===== src/rtl/blockram_stream_reader.sv =====
// Streaming reader: fetches Length bytes from StartAddr out of a 1-cycle-latency block RAM.
// Latency: Start sampled at edge 0 -> first RAM read in cycle 1 -> first OutValid in cycle 3.
// Backpressure: 2-entry output FIFO; RAM reads are only issued when a slot is guaranteed.
//
// Ports
//   Clk, Reset         single clock, synchronous active-high reset
//   Start, StartAddr,  begin a transfer; address/length sampled only when idle
//   Length
//   Abort              cancel transfer, drop buffered and in-flight data, no Done
//   Busy, Done         transfer in progress / 1-cycle completion pulse
//   RamReadEnable,     RAM read port (data returns on RamReadData one cycle later)
//   RamReadAddr,
//   RamReadData
//   OutValid, OutReady, output byte stream, OutData is the FIFO head
//   OutData
module blockram_stream_reader #(
  parameter int ADDR_WIDTH = 10,
  parameter int DATA_WIDTH = 8
) (
  input  logic                  Clk,
  input  logic                  Reset,
  input  logic                  Start,
  input  logic [ADDR_WIDTH-1:0] StartAddr,
  input  logic [ADDR_WIDTH:0]   Length,
  input  logic                  Abort,
  output logic                  Busy,
  output logic                  Done,
  output logic                  RamReadEnable,
  output logic [ADDR_WIDTH-1:0] RamReadAddr,
  input  logic [DATA_WIDTH-1:0] RamReadData,
  output logic                  OutValid,
  input  logic                  OutReady,
  output logic [DATA_WIDTH-1:0] OutData
);

  typedef enum logic {
    IDLE   = 1'b0,
    STREAM = 1'b1
  } state_t;

  localparam logic [ADDR_WIDTH:0] CNT_ONE = 1;

  state_t                state;
  state_t                stateNext;

  // Transfer parameters captured at Start
  logic [ADDR_WIDTH-1:0] startAddrReg;
  logic [ADDR_WIDTH:0]   lengthReg;

  // Bytes requested from the RAM and bytes handed to the consumer
  logic [ADDR_WIDTH:0]   issuedCount;
  logic [ADDR_WIDTH:0]   acceptedCount;

  // A read was issued last cycle; its data is on RamReadData now
  logic                  readInFlight;

  // Two-entry output FIFO
  logic [DATA_WIDTH-1:0] fifoMem [2];
  logic                  fifoRdPtr;
  logic                  fifoWrPtr;
  logic [1:0]            fifoCount;

  logic                  doneReg;

  // Control decoded each cycle
  logic                  pop;
  logic                  push;
  logic                  startLoad;
  logic                  xferFinish;
  logic                  lastAccept;
  logic [2:0]            slotsUsed;

  assign OutValid    = (fifoCount != 2'd0);
  // Gated so the stale head after an abort or reset never shows on the bus
  assign OutData     = OutValid ? fifoMem[fifoRdPtr] : '0;
  assign pop         = OutValid & OutReady;
  assign push        = readInFlight;
  assign Busy        = (state == STREAM);
  assign Done        = doneReg;

  // Natural wrap at the top of the address space via truncating add
  assign RamReadAddr = startAddrReg + issuedCount[ADDR_WIDTH-1:0];

  // Slots committed after this cycle if no new read is issued: buffered bytes plus
  // the byte arriving from the RAM, minus the byte leaving this cycle.
  assign slotsUsed   = {1'b0, fifoCount} + {2'b00, readInFlight} - {2'b00, pop};

  assign lastAccept  = pop && ((acceptedCount + CNT_ONE) == lengthReg);

  // ------------------------------------------------------------------
  // FSM: state register
  // ------------------------------------------------------------------
  always_ff @(posedge Clk) begin
    if (Reset) begin
      state <= IDLE;
    end else begin
      state <= stateNext;
    end
  end

  // ------------------------------------------------------------------
  // FSM: next state and control
  // ------------------------------------------------------------------
  always_comb begin
    stateNext     = state;
    RamReadEnable = 1'b0;
    startLoad     = 1'b0;
    xferFinish    = 1'b0;

    case (state)
      IDLE: begin
        if (Start) begin
          startLoad = 1'b1;
          // A zero-length request only produces the Done pulse
          if (Length != '0) begin
            stateNext = STREAM;
          end
        end
      end

      STREAM: begin
        RamReadEnable = (issuedCount < lengthReg) && (slotsUsed < 3'd2);
        if (lastAccept) begin
          xferFinish = 1'b1;
          stateNext  = IDLE;
        end
      end

      default: begin
        stateNext = IDLE;
      end
    endcase

    // Abort wins over everything, including a same-cycle Start or final handshake.
    // No read is issued in the abort cycle since its data would be discarded anyway.
    if (Abort) begin
      stateNext     = IDLE;
      RamReadEnable = 1'b0;
      startLoad     = 1'b0;
      xferFinish    = 1'b0;
    end
  end

  // ------------------------------------------------------------------
  // Counters, Done pulse, in-flight tracking and FIFO control
  // ------------------------------------------------------------------
  always_ff @(posedge Clk) begin
    if (Reset) begin
      startAddrReg  <= '0;
      lengthReg     <= '0;
      issuedCount   <= '0;
      acceptedCount <= '0;
      readInFlight  <= 1'b0;
      doneReg       <= 1'b0;
      fifoRdPtr     <= 1'b0;
      fifoWrPtr     <= 1'b0;
      fifoCount     <= 2'd0;
    end else begin
      doneReg      <= (startLoad && (Length == '0)) || xferFinish;
      readInFlight <= RamReadEnable;

      if (startLoad) begin
        startAddrReg  <= StartAddr;
        lengthReg     <= Length;
        issuedCount   <= '0;
        acceptedCount <= '0;
      end else begin
        if (RamReadEnable) begin
          issuedCount <= issuedCount + CNT_ONE;
        end
        if (pop && !Abort) begin
          acceptedCount <= acceptedCount + CNT_ONE;
        end
      end

      if (Abort) begin
        // Buffered bytes and the read returning this cycle are dropped
        fifoRdPtr <= 1'b0;
        fifoWrPtr <= 1'b0;
        fifoCount <= 2'd0;
      end else begin
        if (push) begin
          fifoWrPtr <= ~fifoWrPtr;
        end
        if (pop) begin
          fifoRdPtr <= ~fifoRdPtr;
        end
        case ({push, pop})
          2'b10:   fifoCount <= fifoCount + 2'd1;
          2'b01:   fifoCount <= fifoCount - 2'd1;
          default: fifoCount <= fifoCount;
        endcase
      end
    end
  end

  // FIFO storage needs no reset: OutData is masked while the FIFO is empty
  always_ff @(posedge Clk) begin
    if (push && !Abort) begin
      fifoMem[fifoWrPtr] <= RamReadData;
    end
  end

endmodule


===== config.mk =====
export PLATFORM = sky130hd
export DESIGN_NAME = blockram_stream_reader
export DESIGN_NICKNAME = d
export VERILOG_FILES = /design/src/rtl/blockram_stream_reader.sv
export SDC_FILE = /design/constraint.sdc
export NUM_CORES = 1
export LEC_CHECK = 0
export ABC_AREA = 1
export BUFFER_PORTS_ARGS = -buffer_cell sky130_fd_sc_hd__buf_2
export CELL_PAD_IN_SITES_DETAIL_PLACEMENT = 0
export CELL_PAD_IN_SITES_GLOBAL_PLACEMENT = 1
export CORE_MARGIN = 2
export CORE_UTILIZATION = 42
export DETAILED_ROUTE_END_ITERATION = 16
export GPL_TIMING_DRIVEN = 0
export PLACE_DENSITY_LB_ADDON = 0.1
export SETUP_SLACK_MARGIN = 0.3
export SYNTH_ARGS = -nofsm -noshare
export SYNTH_HDL_FRONTEND = slang
export SYNTH_SLANG_ARGS = --single-unit

===== constraint.sdc =====
create_clock -name Clk -period 3.6 [get_ports Clk]
set_input_delay 0.72 -clock Clk [delete_from_list [all_inputs] [get_ports Clk]]
set_output_delay 0.72 -clock Clk [all_outputs]
set_load 0.05 [all_outputs]

==> results.toml <==
[status]
outcome = "finished, final reports clean"

[final_layout]
filler_cell_count = 885
sequential_cell_area_sq_um = 1510
final-instance-count-excl-fill = 700
final_layout_size_suffix_gt1_share_pct = 21.11
layout-area-overhead-vs-synth_pct = 24.35
layout_commonest_cell = "sky130_fd_sc_hd__nand2_1"
mostFrequentLayoutCells = "sky130_fd_sc_hd__nand2_1, sky130_fd_sc_hd__a21oi_1, sky130_fd_sc_hd__inv_1"
antenna_cells = 0
finish.net_count = 646
multi_input_comb_area_sq_um = 1974

[detailed_routing]
topRoutingLayerUsed = "met4"
detail_route.drc_violations = 0
detailroute.via_count = 3510
first_iter_violations = 91
drt-wirelength-per-cell_um = 13.71
detail_route.vias_per_cell = 5.014
detail_route.wirelength_um = 9596
met3_length_um = 255
detail-route-antenna-nets = 0
drt_pass1_iterations = 4
wl_met1_um = 4496
met2RoutedLength_um = 4705

[cts]
cts_root_buffer = "sky130_fd_sc_hd__clkbuf_8"
clock_tree.htree_level_count = 3
clk_pin_slew_ns = 0.07
tritoncts_buffers = 9
clock_insertion_delay_worst_skew_ns = 0.34
clk_path_buf_depth = 2
cts.sink_count = 67
cts_tree = "done"

[setup_path]
ff_to_ff_setup_slack_ns = 0.24
crit-reg2reg-capture = "issuedCount[5]"
crit_path_cell_trace = "buf_6, inv_4, nor2_8, ha_4, nor2_4, inv_2, fa_2, nand3b_1, nor4_2, nand2_1, inv_2, buf_6, buf_8"
worstPathBufferInverterCount = 6
worst-path-max-fanout = 2
setup.worst_path.start_class = "input pin"
cp_data_required_time_ns = 2.88
slowest_delay_ns = 0.56
critPathKind = "input pin to output pin"
critical_path.startpoint = "OutReady"
timing.reg2reg.worst_path_depth = 24
setup.worst_path.end = "RamReadEnable"
cell_family_contributing_the_most_delay_on_the_critical_path = "adder cells"
endpoint_kind = "output pin"
critical_path_arrival_ns = 2.71
critical_path.slowest_cell = "sky130_fd_sc_hd__fa_2"
worst_r2r_startpoint = "fifoCount[1]"
crit_cells = 13

[global_route]
vias_in_the_first_global_route = 3371
grtUsageTotal_pct = 20.19
grt_max_degree = 13
antenna_found_initial = 0
globalRouteOverflowTotal = 0
global_route_wire_length_before_repair_um = 15610

[floorplan]
die_width_um = 98.30
placeableCoreArea_sq_um = 8678
start_util_pct = 43.04
placementRows = 34
ios = 56
area_of_the_die_sq_um = 9663
floorplan.die.height_um = 98.30

[synth]
dominantRegCellSynth = "sky130_fd_sc_hd__dfxtp_1"
synth-async-reset-ratio_pct = 0
postSynthRegisterBits = 67
yosys_warnings = 0
synth_edf_count = 16
synth_area_sq_um = 3735
synthesis.instances = 500
ys_types = 34
synth_fp_nets = 559
synth-seq-area-share_pct = 40.20
synthDominantAreaCellType = "sky130_fd_sc_hd__dfxtp_1"
postSynthAreaPerCell_sq_um = 7.470
synth_top_area_share_pct = 27.34
ys_top_cells_by_area = "sky130_fd_sc_hd__dfxtp_1, sky130_fd_sc_hd__edfxtp_1, sky130_fd_sc_hd__nand2_1"

[power]
cellLeakagePower_nw = 2.058
power_per_cell_area_nw_per_um2 = 362.1
vdd_ir_drop_max_mv = 0.2495

[sta]
period_needed_ns = 3.430
final-max-slew-violation-count = 0
timing.fmax_mhz = 291.6
hold_slack_ns = 0.4531
min_period_over_period_pct = 95.27
worstMarginPinSlew_ns = 1.200
timing.final.ws_setup_ns = 0.1703
final-hold-violation-count = 0
setup_viol = 0
maxSlewHeadroom_pct = 19.39
rsz0062_at_grt = "yes"
finClkSkew_ns = 0.01260

[placed_design]
global_placer_s_final_weighted_congestion = 0.7790
io_buffers = 55
placed_cells = 663
place.detailed.hpwl_um = 7100
dp_slack_ns = -0.2837

[hold_path]
whs_path_depth = 1
worstHoldPathType = "flop to flop"

[job]
maxCapViolations = 0
-- through the flow --
step	utilization, %	area [sq um]	power (mW)	TNS (ns)
2_1_floorplan	-	3735	0.9220	0
3_3_place_gp	47.77	4145	0.9778	-0.2185
3_5_place_dp	47.77	4145	0.9813	-0.2837
4_1_cts	52.39	4547	1.691	0
5_1_grt	53.52	4644	1.751	0
6_report	53.52	4644	1.682	0
-- worst min-delay path by stage --
stage                          from    to  slack, ns
final                     fifoRdPtr  flop       0.45
after global routing      fifoRdPtr  flop       0.48
after CTS                 fifoRdPtr  flop       0.46
after detailed placement  fifoRdPtr  flop       0.45
after global placement    fifoRdPtr  flop       0.43
after floorplan           fifoRdPtr  flop       0.43
-- area by class of cell --
class	count	share of cell area (%)
Timing Repair Buffer	76	10.70
Buffer	11	1.266
Clock inverter	5	1.670
Inverter	66	5.388
Tap cell	108	2.909
Clock buffer	11	3.044
Multi-Input combinational cell	356	42.51
Sequential cell	67	32.52
-- metal layers --
layer  global-route usage [%]  vias up
met3                    4.438       10
li1                         -     1821
met2                    34.80       45
met4                    6.006        0
met5                        0        -
met1                    25.30     1634
-- synth_stat cells (3+ instances only) --
library cell and n:
sky130_fd_sc_hd__nand3b_1 3, sky130_fd_sc_hd__nor2_1 28, sky130_fd_sc_hd__nand2_1 127, sky130_fd_sc_hd__nor2_2 5, sky130_fd_sc_hd__nand3_1 35, sky130_fd_sc_hd__ha_1 23
sky130_fd_sc_hd__inv_1 61, sky130_fd_sc_hd__edfxtp_1 16, sky130_fd_sc_hd__xor2_1 8, sky130_fd_sc_hd__o21ai_0 28, sky130_fd_sc_hd__inv_2 3, sky130_fd_sc_hd__dfxtp_1 51
sky130_fd_sc_hd__nor3_1 5, sky130_fd_sc_hd__a21oi_1 61, sky130_fd_sc_hd__xnor2_1 5, sky130_fd_sc_hd__o211ai_1 4, sky130_fd_sc_hd__clkbuf_1 7, sky130_fd_sc_hd__o21bai_1 3
sky130_fd_sc_hd__nand4_1 4
-- cell families after synthesis --
group           Yosys count  synth area share [%]
xor+xnor                 13                 3.049
buf+inv                  77                 8.208
simple gates            218                 25.69
fa+ha+maj                25                 8.777
compound gates          100                 14.07
flops                    67                 40.20
-- repair_timing --
item	CTS	global route
hold buffers	0	0
resized for setup	13	24
buffers inserted	19	2
pin swaps	6	13
setup endpoints to repair	2	4
-- power by group --
part           internal, mW  switching (mW)
registers             0.784          0.0103
clock network         0.407           0.293
logic                0.0669           0.120
-- registers in the layout, indices dropped and copies added, names as in the netlist, named ones only --
register and flops:
fifoCount 2, fifoMem 16, fifoRdPtr 1, startAddrReg 10
lengthReg 11, push 1, Done 1, acceptedCount 11
Busy 1, fifoWrPtr 1, issuedCount 11
Note: power is estimated with default switching activity, not from simulation.
